`config.mk`:
```
export PLATFORM = sky130hd
export DESIGN_NAME = rf_wb_sched
export DESIGN_NICKNAME = d
export VERILOG_FILES = /design/src/rtl/rf_wb_sched_pkg.sv /design/src/rtl/rr_arb2.sv /design/src/rtl/rf_wb_sched.sv
export SDC_FILE = /design/constraint.sdc
export NUM_CORES = 1
export LEC_CHECK = 0
export BUFFER_PORTS_ARGS = -buffer_cell sky130_fd_sc_hd__buf_2
export CAP_MARGIN = 15
export CELL_PAD_IN_SITES_DETAIL_PLACEMENT = 1
export CELL_PAD_IN_SITES_GLOBAL_PLACEMENT = 2
export CORE_UTILIZATION = 28
export CTS_CLUSTER_DIAMETER = 200
export DETAILED_ROUTE_END_ITERATION = 12
export PLACE_DENSITY = 0.86
export SLEW_MARGIN = 20
export SYNTH_ARGS = -nofsm -noshare
export SYNTH_HDL_FRONTEND = slang
export SYNTH_SLANG_ARGS = --single-unit
```
`constraint.sdc`:
```
create_clock -name clk -period 2.5 [get_ports clk]
set_input_delay 0.5 -clock clk [delete_from_list [all_inputs] [get_ports clk]]
set_output_delay 0.5 -clock clk [all_outputs]
set_load 0.01 [all_outputs]
```
`src/rtl/rf_wb_sched_pkg.sv`:
```
// Shared widths and requester encoding for the
// register-file writeback scheduler.
package rf_wb_sched_pkg;

  localparam int XLEN  = 32;
  localparam int NREGS = 8;
  localparam int AW    = $clog2(NREGS);

  typedef enum logic {
    REQ_ALU = 1'b0,
    REQ_MEM = 1'b1
  } req_e;

endpackage

```
`src/rtl/rr_arb2.sv`:
```
// Two-requester round-robin arbiter: combinational
// grant, one flop remembering the last winner.
module rr_arb2
  import rf_wb_sched_pkg::*;
(
  input  logic clk,
  input  logic rst,
  input  logic i_req_a,
  input  logic i_req_m,
  output logic o_gnt_a,
  output logic o_gnt_m
);

  req_e r_last;

  // ties go to whoever did not win last time
  always_comb begin
    o_gnt_a = 1'b0;
    o_gnt_m = 1'b0;
    if (!rst) begin
      if (i_req_a && i_req_m) begin
        o_gnt_a = (r_last == REQ_MEM);
        o_gnt_m = (r_last == REQ_ALU);
      end else begin
        o_gnt_a = i_req_a;
        o_gnt_m = i_req_m;
      end
    end
  end

  always_ff @(posedge clk) begin
    if (rst) begin
      r_last <= REQ_MEM;
    end else if (o_gnt_a) begin
      r_last <= REQ_ALU;
    end else if (o_gnt_m) begin
      r_last <= REQ_MEM;
    end
  end

endmodule

```
`src/rtl/rf_wb_sched.sv`:
```
// Scoreboard plus single write port shared by the
// ALU and memory writeback paths.
module rf_wb_sched #(
  parameter  int XLEN  = rf_wb_sched_pkg::XLEN,
  parameter  int NREGS = rf_wb_sched_pkg::NREGS,
  localparam int AW    = $clog2(NREGS)
) (
  input  logic             clk,
  input  logic             rst,
  input  logic             iss_valid,
  input  logic [AW-1:0]    iss_rd,
  input  logic [AW-1:0]    iss_rs1,
  input  logic [AW-1:0]    iss_rs2,
  output logic             iss_stall,
  input  logic             a_valid,
  input  logic [AW-1:0]    a_rd,
  input  logic [XLEN-1:0]  a_data,
  output logic             a_ready,
  input  logic             m_valid,
  input  logic [AW-1:0]    m_rd,
  input  logic [XLEN-1:0]  m_data,
  output logic             m_ready,
  output logic             rf_we,
  output logic [AW-1:0]    rf_wa,
  output logic [XLEN-1:0]  rf_wd,
  output logic [NREGS-1:0] pending
);

  logic [NREGS-1:0] r_pending;
  logic             r_we;
  logic [AW-1:0]    r_wa;
  logic [XLEN-1:0]  r_wd;

  logic             w_ga;
  logic             w_gm;
  logic             w_accept;
  logic             w_wr;
  logic [AW-1:0]    w_rd;
  logic [XLEN-1:0]  w_data;
  logic [NREGS-1:0] w_set;
  logic [NREGS-1:0] w_clr;

  rr_arb2 u_arb (
    .clk     (clk),
    .rst     (rst),
    .i_req_a (a_valid),
    .i_req_m (m_valid),
    .o_gnt_a (w_ga),
    .o_gnt_m (w_gm)
  );

  // clearing bits are deliberately not bypassed
  assign iss_stall = iss_valid & (
      ((|iss_rs1) & r_pending[iss_rs1])
    | ((|iss_rs2) & r_pending[iss_rs2])
    | ((|iss_rd)  & r_pending[iss_rd]));

  assign w_accept = iss_valid & ~iss_stall;
  assign w_rd     = w_gm ? m_rd   : a_rd;
  assign w_data   = w_gm ? m_data : a_data;
  assign w_wr     = (w_ga | w_gm) & (|w_rd);

  always_comb begin
    w_set = '0;
    w_clr = '0;
    if (w_accept && (|iss_rd)) w_set[iss_rd] = 1'b1;
    if (w_wr) w_clr[w_rd] = 1'b1;
  end

  always_ff @(posedge clk) begin
    if (rst) begin
      r_pending <= '0;
      r_we      <= 1'b0;
      r_wa      <= '0;
      r_wd      <= '0;
    end else begin
      r_pending <= (r_pending & ~w_clr) | w_set;
      r_we      <= w_wr;
      if (w_wr) begin
        r_wa <= w_rd;
        r_wd <= w_data;
      end
    end
  end

  assign a_ready = w_ga;
  assign m_ready = w_gm;
  assign rf_we   = r_we;
  assign rf_wa   = r_wa;
  assign rf_wd   = r_wd;
  assign pending = r_pending;

endmodule

```
==> results of run 1 <==
layout make-up:
class	count	area, µm²	share of cell area, %
Inverter	4	15.0	0.449
Clock inverter	3	17.5	0.523
Clock buffer	5	68.8	2.06
Tap cell	108	135	4.04
Timing Repair Buffer	136	708	21.2
Sequential cell	45	901	26.9
Multi-Input combinational cell	188	1500	44.9
report_power, final:
group          total, mW  switching, mW  leakage [nW]  internal, mW
combinational      0.430          0.234          1.21         0.196
clock              0.445          0.252        0.0439         0.193
sequential         0.801         0.0309         0.371         0.770
total               1.68          0.516          1.63          1.16
registers in the layout, indices dropped and copies added, names as in the netlist:
name	cells
rf_we	1
u_arb.r_last	1
pending	8
rf_wd	32
rf_wa	3
cells in the mapped netlist, types with 3 or more instances:
library cell / number / area share (%)
o21ai_0: 5 / 0.98
nand3_1: 3 / 0.59
a21oi_1: 7 / 1.4
nor2b_1: 3 / 0.74
a211oi_2: 32 / 16
inv_1: 4 / 0.59
nand2b_1: 7 / 1.7
nor3_1: 6 / 1.2
mux2_2: 4 / 1.8
clkbuf_1: 5 / 0.74
nor3b_1: 3 / 0.88
nand2_1: 9 / 1.3
buf_2: 4 / 0.79
dfxtp_1: 45 / 35
a32oi_1: 3 / 1.0
nor2_1: 38 / 5.6
buf_6: 8 / 3.5
and3_1: 4 / 0.98
mux2i_1: 36 / 14
layer usage:
metal / wire length [µm] / up-vias / track usage [%]
met5: 0 / - / 0
met4: 68 / 0 / 3.05
met3: 423 / 8 / 3.81
met2: 3510 / 81 / 27.5
met1: 3070 / 1150 / 18.3
li1: - / 1190 / -
final timing paths:
kind           endpoint  slack [ns]  cells after the start
max reg2reg   rf_wd[31]        0.63                      6
min reg2reg  pending[0]        0.47                      1
min          pending[0]        0.47                      1
max           iss_stall        0.15                      5
metrics by stage:
step | cell area (µm²) | hold slack [ns] | worst slack [ns] | std cells
after floorplan | 2550 | 0.492 | 0.485 | 255
after global placement | 3260 | 0.450 | 0.261 | 481
after detailed placement | 3260 | 0.466 | 0.232 | 481
after CTS | 3350 | 0.480 | 0.155 | 489
after global routing | 3350 | 0.492 | 0.0448 | 489
final | 3350 | 0.473 | 0.147 | 489
logic make-up after synthesis:
| group | Yosys count | share of synthesized area, % |
|---|---|---|
| AOI/OAI and AO/OA | 63 | 25.2 |
| buffers and inverters | 22 | 5.79 |
| DFF | 45 | 35.3 |
| muxes | 42 | 17.7 |
| and+or+nand+nor | 83 | 16.0 |
==> key figures, run 1 <==
Global routing
  – First-pass GRT wire length: ~12,000 µm
  – Initial antenna violation count: 0
  – GRT Util Overall: 15.3%
  – Largest net degree at the start of global routing: 47
  – Number of global-route vias before repair: ~2,500
  – Grt ovf: 0

Synthesis
  – Syn Std Cell Area: 0.00255 mm²
  – Syn nets: between 300 and 400
  – Mean Syn Cell Area: 10.0 µm²
  – EDFF count, synth: 0
  – Register area share after synthesis: roughly a third
  – Synth warnings: 0
  – FFs w/ async S/R, synth: 0%
  – Yosys reg bits: 45
  – Most used DFF post-synth: dfxtp_1
  – Unique masters post-synth: 41
  – Post-Synthesis Cells: 255

Worst setup path
  – Worst path buffer plus inverter count: 1
  – Worst r2r src: u_arb.r_last
  – Crit path arrival time: between 1.5 and 2 ns
  – Maximum fanout along the worst path: 6
  – Crit Path Category: reg2out
  – Startpoint Class: flip-flop
  – CP required: around 2 ns
  – Critical-path top delay cell: dfxtp_1
  – Critical Path Max Stage Delay: 0.47 ns
  – CP cell instances: mux2i_1 -> mux4_2 -> o31a_1 -> a21boi_0 -> buf_2
  – Endpoint type of the worst setup path: primary output
  – Largest delay share family, worst path: multiplexers
  – Setup crit start: pending[4]

Layout
  – Most common cell after layout, fill and taps aside: buf_2
  – Antenna diodes: 0
  – # fillers: 1,043
  – Leading cell types in the layout, fill and taps excluded: buf_2 (130), dfxtp_1 (45), nor2_1 (38), mux2i_1 (36), a211oi_2 (32)
  – Nets: around 460
  – Fraction of layout cells with a size suffix above 1: roughly half
  – Final Util: 38.2%
  – Area Overhead vs Synth: 31.3%

Outcome
  – Status: completed

Floorplanning
  – Initial Util: 29.1%
  – Core area: 0.00876 mm²
  – Rows: 34
  – Die area: 0.00949 mm²
  – Die width: 97.4 µm
  – Chip height: 97.4 µm
  – Ports: 131

Power
  – Peak VDD IR: ~0.00020 V
  – PwrDens: 501 mW/mm²
  – Tot Pwr: 1.68 mW
  – Leakage: 1.63 nW

CTS
  – Hold_buf cts: 0
  – Root buf cell: clkbuf_8
  – Clk slew on worst S/H paths: roughly 0.08 ns
  – CTS max path bufs: 2
  – Total clock sinks: 45
  – CTS buffer count: 5
  – Post-CTS resize count: 0
  – # H-tree levels: 2
  – Post-CTS setup buffer count: 0
  – Clock Latency Late Sink: around 0.3 ns
  – CTS tree: done

Timing
  – Final setup fails: 0
  – RSZ-0062 raised after global routing: false
  – Worst Skew: 0.00848 ns
  – Final Max Tran Viols: 0
  – Final Hold Vio Count: 0
  – Fmax: roughly 420 MHz
  – Slew @ Worst Pin: 0.481 ns
  – Fin crit share: 94.1%
  – Slew margin rel.: 67.9%
  – Final min period: roughly 2.4 ns
  – Setup_tns: 0 ns

Route
  – Drt drc: 0
  – Routed vias/inst: 4.97
  – Vias: 2,429
  – Per-cell routed wire length: around 14 µm
  – ANT nets after route: 0
  – First DRT Iteration DRCs: 54
  – Initial DRT Pass Iterations: 4
  – Post-Route WL: 7070 µm

Place
  – IO buf count: 130
  – Global placement routability congestion: 0.849
  – DP HPWL: 5480 µm

Run
  – Max_cap viols: 0

Worst hold path
  – Worst Hold Launch: pending[0]
  – Worst hold path class: reg2reg
(Power assumes the default switching activity.)
==> run 2, diff against run 1 <==
--- a/config.mk
+++ b/config.mk
@@ -9,11 +9,12 @@
 export CAP_MARGIN = 15
 export CELL_PAD_IN_SITES_DETAIL_PLACEMENT = 1
 export CELL_PAD_IN_SITES_GLOBAL_PLACEMENT = 2
-export CORE_UTILIZATION = 28
+export CORE_UTILIZATION = 26
 export CTS_CLUSTER_DIAMETER = 200
 export DETAILED_ROUTE_END_ITERATION = 12
-export PLACE_DENSITY = 0.86
+export PLACE_DENSITY = 0.85
 export SLEW_MARGIN = 20
 export SYNTH_ARGS = -nofsm -noshare
 export SYNTH_HDL_FRONTEND = slang
+export SYNTH_HIERARCHICAL = 1
 export SYNTH_SLANG_ARGS = --single-unit
==> run 2 against run 1 <==
Net effect:
- clock-buffer cell count increased by 1
- global-route usage increased by 0.20 points
- via count decreased by 4.4%
- synthesized cell count decreased by 6.3%
- area after synthesis decreased by 9.7%
- sequential power increased by 3.0%
- combinational power increased by 10%
- critical path type unchanged
==> key figures, run 2 <==
Worst setup path
  – CP required: 2.00 ns (about the same)
  – R2R setup slack: 0.48 ns (was 0.63 ns)
  – Crit Path Category: reg2out (unchanged)
  – Maximum fanout along the worst path: 8 (was 6)
  – Startpoint Class: flip-flop (unchanged)
  – Endpoint type of the worst setup path: primary output (unchanged)
  – R2R depth: 7 (was 6)
  – Reg2reg end: rf_wd[13] (was rf_wd[31])
  – Crit path arrival time: 1.87 ns (was 1.85 ns)
  – Worst r2r src: u_arb/r_last (was u_arb.r_last)

Place
  – Global placement routability congestion: 0.801 (was 0.849)
  – IO buf count: 130 (unchanged)
  – DP HPWL: 5510 µm (was 5480 µm)

Route
  – Post-Route WL: 7170 µm (was 7070 µm)
  – Vias: 2,322 (was 2,429)
  – Drt drc: 0 (unchanged)
  – Routed vias/inst: 4.91 (was 4.97)
  – ANT nets after route: 0 (unchanged)
  – Per-cell routed wire length: 15.2 µm (was 14.5 µm)
  – Initial DRT Pass Iterations: 4 (unchanged)
  – First DRT Iteration DRCs: 25 (was 54)

Layout
  – Fraction of layout cells with a size suffix above 1: 44.3% (was 49.6%)
  – # fillers: 988 (was 1,043)
  – Register area: 901 µm² (unchanged)
  – Antenna diodes: 0 (unchanged)
  – Multi-input logic area: 0.00132 mm² (was 0.00150 mm²)
  – Most common cell after layout, fill and taps aside: buf_2 (unchanged)
  – Largest register FFs: 32 (unchanged)
  – Leading cell types in the layout, fill and taps excluded: buf_2 (130), dfxtp_1 (45), nor3_1 (36), mux2i_1 (33), a211oi_1 (33) (was buf_2 (130), dfxtp_1 (45), nor2_1 (38), mux2i_1 (36), a211oi_2 (32))
  – Area Overhead vs Synth: 39.8% (was 31.3%)
  – Nets: 451 (was 464)

Floorplanning
  – Ports: 131 (unchanged)
  – Die area: 0.00924 mm² (was 0.00949 mm²)
  – Die width: 96.1 µm (was 97.4 µm)
  – Core area: 0.00838 mm² (was 0.00876 mm²)
  – Rows: 33 (was 34)
  – Chip height: 96.1 µm (was 97.4 µm)
  – Initial Util: 27.5% (was 29.1%)

Worst hold path
  – Hold path cells: 1 (unchanged)
  – Worst Hold End: pending[0] (unchanged)
  – Worst hold path class: reg2reg (unchanged)
  – Worst Hold Launch: pending[0] (unchanged)

CTS
  – Clock Latency Late Sink: 0.29 ns (was 0.30 ns)
  – Root buf cell: clkbuf_8 (unchanged)
  – Post-CTS setup buffer count: 0 (unchanged)
  – # H-tree levels: 2 (unchanged)
  – Clk slew on worst S/H paths: 0.09 ns (was 0.08 ns)
  – CTS buffer count: 5 (unchanged)
  – CTS max path bufs: 2 (unchanged)
  – Post-CTS resize count: 0 (unchanged)
  – Hold_buf cts: 0 (unchanged)
  – CTS tree: done (unchanged)
  – Total clock sinks: 45 (unchanged)

Timing
  – Fmax: 423 MHz (was 425 MHz)
  – Final Hold Vio Count: 0 (unchanged)
  – Final Max Tran Viols: 0 (unchanged)
  – Slew @ Worst Pin: 0.459 ns (was 0.481 ns)
  – Slew margin rel.: 69.3% (was 67.9%)
  – Final min period: 2.37 ns (was 2.35 ns)
  – RSZ-0062 raised after global routing: false (unchanged)
  – Final setup fails: 0 (unchanged)
  – Worst Skew: 0.00939 ns (was 0.00848 ns)
  – Fin crit share: 94.6% (was 94.1%)
  – Setup_tns: 0 ns (unchanged)

Power
  – Leakage: 1.42 nW (was 1.63 nW)
  – PwrDens: 586 mW/mm² (was 501 mW/mm²)
  – Peak VDD IR: 0.000227 V (was 0.000200 V)
  – Tot Pwr: 1.89 mW (was 1.68 mW)

Synthesis
  – Top post-synthesis cells by area: dfxtp_1 (39%), mux2i_1 (14%), a211oi_1 (11%) (was dfxtp_1 (35%), a211oi_2 (16%), mux2i_1 (14%))
  – Post-Synthesis Cells: 239 (was 255)
  – Count leader, synth: dfxtp_1 (unchanged)
  – Top cells by count, synth: dfxtp_1 (45), nor3_1 (36), a211oi_1 (33), mux2i_1 (33), buf_2 (14) (was dfxtp_1 (45), nor2_1 (38), mux2i_1 (36), a211oi_2 (32), nand2_1 (9))
  – Yosys reg bits: 45 (unchanged)
  – Most used DFF post-synth: dfxtp_1 (unchanged)
  – Synth warnings: 6 (was 0)
  – Mean Syn Cell Area: 9.63 µm² (was 10.0 µm²)
  – Post-synth top area cell: dfxtp_1 (unchanged)
  – Share of the synthesized area in the top cell type: 39.1% (was 35.3%)
  – FFs w/ async S/R, synth: 0% (unchanged)
  – Syn nets: 323 (was 339)
  – EDFF count, synth: 0 (unchanged)
  – Syn Std Cell Area: 0.00230 mm² (was 0.00255 mm²)
  – Register area share after synthesis: 39.1% (was 35.3%)
  – Unique masters post-synth: 37 (was 41)

Global routing
  – Initial antenna violation count: 0 (unchanged)
  – Largest net degree at the start of global routing: 33 (was 47)
  – GRT Max-Usage Layer: met2 (unchanged)
  – GRT Util Overall: 15.5% (was 15.3%)
  – First-pass GRT wire length: 11,100 µm (was 11,900 µm)
  – Number of global-route vias before repair: 2,308 (was 2,476)
  – Grt ovf: 0 (unchanged)
  – Met2 track demand over resource: 26.5% (was 27.5%)
  – Met3 Use GR: 3.87% (was 3.81%)
  – GRT met1 Usage: 19.8% (was 18.3%)

Run
  – Max_cap viols: 0 (unchanged)

Outcome
  – Status: completed (unchanged)
run 2: cell type report:
type | instances | area share (%)
multi-input cells | 172 | 40.9
well taps | 105 | 4.08
clock inverters | 2 | 1.17
flip-flops and latches | 45 | 28.0
clock buffers | 6 | 2.57
inverters | 3 | 0.350
repair buffers | 140 | 22.9
run 2: how the worst max path moves through the flow:
stage | endpoint | startpoint | depth (start not counted) | slack (ns)
2_1_floorplan | rf_wd[10] | m_valid | 8 | 0.43
3_3_place_gp | rf_wd[6] | m_valid | 8 | 0.16
3_5_place_dp | rf_wd[13] | m_valid | 8 | 0.08
4_1_cts | iss_stall | pending[5] | 5 | 0.008
5_1_grt | iss_stall | pending[4] | 5 | 0.04
6_report | iss_stall | pending[5] | 5 | 0.13
run 2: kinds of logic after synthesis:
kind of cell           count (synthesis)  synth area share (%)
buffers and inverters                 22                  4.51
flip-flops                            45                  39.1
AND/OR/NAND/NOR                       65                  15.1
AO/OA/AOI/OAI                         66                  22.4
multiplexers                          41                  18.9
run 2: report_power, final:
group / leakage [nW] / switching, mW / internal (mW)
Clock: 0.0574 / 0.261 / 0.326
Combinational: 0.990 / 0.253 / 0.221
Sequential: 0.371 / 0.0380 / 0.787
Total: 1.42 / 0.552 / 1.33
run 2: through the flow:
stage	cell area, µm²	utilization, %	hold WS [ns]	instances	setup WS, ns
5_1_grt	3220	38.4	0.491	473	0.0423
2_1_floorplan	2300	-	0.473	239	0.431
4_1_cts	3210	38.3	0.475	473	0.00811
3_3_place_gp	3090	36.8	0.453	465	0.162
6_report	3220	38.4	0.473	473	0.135
3_5_place_dp	3090	36.8	0.459	465	0.0803
run 2: critical path, cell delays in order (launching register included):
cell and delay (ns):
dfxtp_1 0.44, inv_1 0.09, o2111a_1 0.28, o32ai_4 0.45, o21a_1 0.19, buf_2 0.12
run 2: per-layer routing:
layer | vias to the layer above | wire [µm]
met3 | 2 | 405
met1 | 1077 | 3290
met4 | 0 | 15
met5 | - | 0
met2 | 69 | 3460
li1 | 1174 | -
==> run 3, diff against run 2 <==
--- a/config.mk
+++ b/config.mk
@@ -12,6 +12,7 @@
 export CORE_UTILIZATION = 26
 export CTS_CLUSTER_DIAMETER = 200
 export DETAILED_ROUTE_END_ITERATION = 12
+export GPL_TIMING_DRIVEN = 0
 export PLACE_DENSITY = 0.85
 export SLEW_MARGIN = 20
 export SYNTH_ARGS = -nofsm -noshare
==> run 3 against run 2 <==
Net effect:
- via count rose by 3.2%
- highest routed layer unchanged
- die area did not move
- first-iteration DRC count fell by 24%
- power fell by 7.6%
- routed wire length rose by 3.9%
==> key figures, run 3 (synthesis results as in run 2) <==
Route
  – Initial DRT Pass Iterations: 4 (unchanged)
  – Vias: 2,397 (was 2,322)
  – Routed vias/inst: 4.98 (was 4.91)
  – Post-Route WL: 7450 µm (was 7170 µm)
  – ANT nets after route: 0 (unchanged)
  – Per-cell routed wire length: 15.5 µm (was 15.2 µm)
  – Drt drc: 0 (unchanged)
  – First DRT Iteration DRCs: 19 (was 25)

Place
  – Global placement routability congestion: 0.763 (was 0.801)
  – Cell count after placement: 473 (was 465)
  – DP HPWL: 5760 µm (was 5510 µm)
  – Area after DPL: 0.00308 mm² (was 0.00309 mm²)
  – IO buf count: 129 (was 130)
  – Pre-CTS WS: 0.0366 ns (was 0.0803 ns)

Global routing
  – Met3 Use GR: 3.32% (was 3.87%)
  – Number of global-route vias before repair: 2,400 (was 2,308)
  – Initial antenna violation count: 0 (unchanged)
  – GRT Max-Usage Layer: met2 (unchanged)
  – GRT met1 Usage: 21.2% (was 19.8%)
  – First-pass GRT wire length: 11,600 µm (was 11,100 µm)
  – GRT Util Overall: 16.2% (was 15.5%)
  – Met2 track demand over resource: 27.7% (was 26.5%)
  – Largest net degree at the start of global routing: 15 (was 33)
  – Grt ovf: 0 (unchanged)

Worst hold path
  – Worst hold path class: in2reg (was reg2reg)
  – Worst Hold End: u_arb/r_last (was pending[0])
  – Hold path cells: 2 (was 1)
  – Worst Hold Launch: rst (was pending[0])

Power
  – Leakage: 1.42 nW (about the same)
  – Tot Pwr: 1.74 mW (was 1.89 mW)
  – Psw: 0.548 mW (was 0.552 mW)
  – Sw Share: 31.4% (was 29.3%)
  – Int Pwr: 1.20 mW (was 1.33 mW)
  – PwrDens: 549 mW/mm² (was 586 mW/mm²)
  – Peak VDD IR: 0.000229 V (was 0.000227 V)
  – Combinational fraction of design power: 26.9% (was 25.2%)
  – Clock network fraction of design power: 25.8% (was 31.1%)
  – Register share of total power: 47.3% (was 43.7%)

Run
  – Max_cap viols: 0 (unchanged)

Worst setup path
  – Crit path arrival time: 1.86 ns (was 1.87 ns)
  – Largest delay share family, worst path: compound AO/OA/AOI/OAI gates (unchanged)
  – Critical Path Max Stage Delay: 0.39 ns (was 0.45 ns)
  – Maximum fanout along the worst path: 8 (unchanged)
  – Critical-path top delay cell: dfxtp_1 (was o32ai_4)
  – R2R setup slack: 0.40 ns (was 0.48 ns)
  – Crit Path Category: reg2out (unchanged)
  – CP required: 2.00 ns (about the same)
  – Worst path buffer plus inverter count: 1 (was 2)
  – Worst r2r src: u_arb/r_last (unchanged)
  – R2R depth: 7 (unchanged)
  – Reg2reg end: rf_wd[16] (was rf_wd[13])
  – Endpoint type of the worst setup path: primary output (unchanged)
  – CP cell instances: mux2_4 -> a221oi_2 -> o32ai_4 -> o21a_1 -> buf_2 (was inv_1 -> o2111a_1 -> o32ai_4 -> o21a_1 -> buf_2)
  – Startpoint Class: flip-flop (unchanged)

Floorplanning
  – Rows: 33 (unchanged)
  – Core area: 0.00838 mm² (unchanged)
  – Chip height: 96.1 µm (unchanged)
  – Die width: 96.1 µm (unchanged)
  – Die area: 0.00924 mm² (unchanged)
  – Ports: 131 (unchanged)
  – Initial Util: 27.5% (unchanged)

Layout
  – Most common cell after layout, fill and taps aside: buf_2 (unchanged)
  – # fillers: 1,047 (was 988)
  – Largest register FFs: 32 (unchanged)
  – Area Overhead vs Synth: 38.0% (was 39.8%)
  – Nets: 459 (was 451)
  – Fin cells: 481 (was 473)
  – Final Cell Area: 0.00318 mm² (was 0.00322 mm²)
  – Leading cell types in the layout, fill and taps excluded: buf_2 (143), dfxtp_1 (45), nor3_1 (36), mux2i_1 (33), a211oi_1 (33) (was buf_2 (130), dfxtp_1 (45), nor3_1 (36), mux2i_1 (33), a211oi_1 (33))
  – Antenna diodes: 0 (unchanged)
  – Fraction of layout cells with a size suffix above 1: 44.1% (was 44.3%)

CTS
  – Clock Latency Late Sink: 0.29 ns (about the same)
  – Clk slew on worst S/H paths: 0.09 ns (about the same)
  – CTS buffer count: 5 (unchanged)
  – Post-CTS resize count: 0 (unchanged)
  – Total clock sinks: 45 (unchanged)
  – # H-tree levels: 2 (unchanged)
  – Root buf cell: clkbuf_8 (unchanged)
  – Post-CTS setup buffer count: 0 (unchanged)
  – Hold_buf cts: 0 (unchanged)
  – CTS max path bufs: 2 (unchanged)
  – CTS tree: done (unchanged)

Timing
  – Setup_tns: 0 ns (unchanged)
  – Setup ws final: 0.135 ns (about the same)
  – Slew margin rel.: 66.3% (was 69.3%)
  – Final min period: 2.36 ns (was 2.37 ns)
  – Final Max Tran Viols: 0 (unchanged)
  – Final Hold Vio Count: 0 (unchanged)
  – Final setup fails: 0 (unchanged)
  – Worst Skew: 0.00505 ns (was 0.00939 ns)
  – Fmax: 423 MHz (about the same)
  – Fin crit share: 94.6% (about the same)
  – RSZ-0062 raised after global routing: false (unchanged)
  – Slew @ Worst Pin: 0.506 ns (was 0.459 ns)

Outcome
  – Status: completed (unchanged)
[run 3: changes by cell type in the layout (fill, tap and decap cells not counted), moves of 2 or more]
cell	delta
buf_2	+13
buf_4	-8
clkbuf_1	+4
clkinv_2	+2
[run 3: power groups by stage]
| stage | Clock [mW] | Sequential (mW) | Combinational, mW |
|---|---|---|---|
| after floorplan | 0 | 0.871 | 0.233 |
| final | 0.450 | 0.825 | 0.469 |
| after global placement | 0 | 0.840 | 0.462 |
| after CTS | 0.474 | 0.826 | 0.475 |
| after detailed placement | 0 | 0.842 | 0.474 |
| after global routing | 0.496 | 0.834 | 0.525 |
[run 3: metrics by stage]
step,utilization [%],hold WS [ns]
finish,37.9,0.466
detailed placement,36.7,0.465
CTS,37.8,0.455
floorplan,-,0.473
global placement,36.7,0.464
global route,37.9,0.474
[run 3: area by class of cell]
cell class,count,area (µm²),area share (%)
Multi-Input combinational cell,172,1310,41.2
Sequential cell,45,901,28.4
Timing Repair Buffer,129,646,20.3
Tap cell,105,131,4.14
Buffer,19,92.6,2.91
Clock buffer,5,68.8,2.17
Clock inverter,3,17.5,0.551
Inverter,3,11.3,0.354
[run 3: worst reg2reg max path, stage by stage (launching register included)]
cell	delay, ns
dfxtp_1	0.36
nand2_1	0.07
and3b_1	0.25
buf_4	0.22
a22oi_2	0.40
nand2_1	0.23
buf_2	0.25
a211oi_1	0.24
[run 3: worst max-delay path by stage]
stage                from  slack [ns]         to  cells after the start
6_report       pending[4]        0.14  iss_stall                      5
2_1_floorplan     m_valid        0.43  rf_wd[10]                      8
5_1_grt        pending[1]        0.05  iss_stall                      5
3_3_place_gp      m_valid        0.14  rf_wd[29]                      9
4_1_cts        pending[5]        0.05  iss_stall                      5
3_5_place_dp      m_valid        0.04  rf_wd[16]                      9
[run 3: routing by layer]
layer	wire length, µm	part of all wire (%)
met1	3350	45
met2	3680	49
met3	385	5.2
met4	32	0.43
met5	0	0
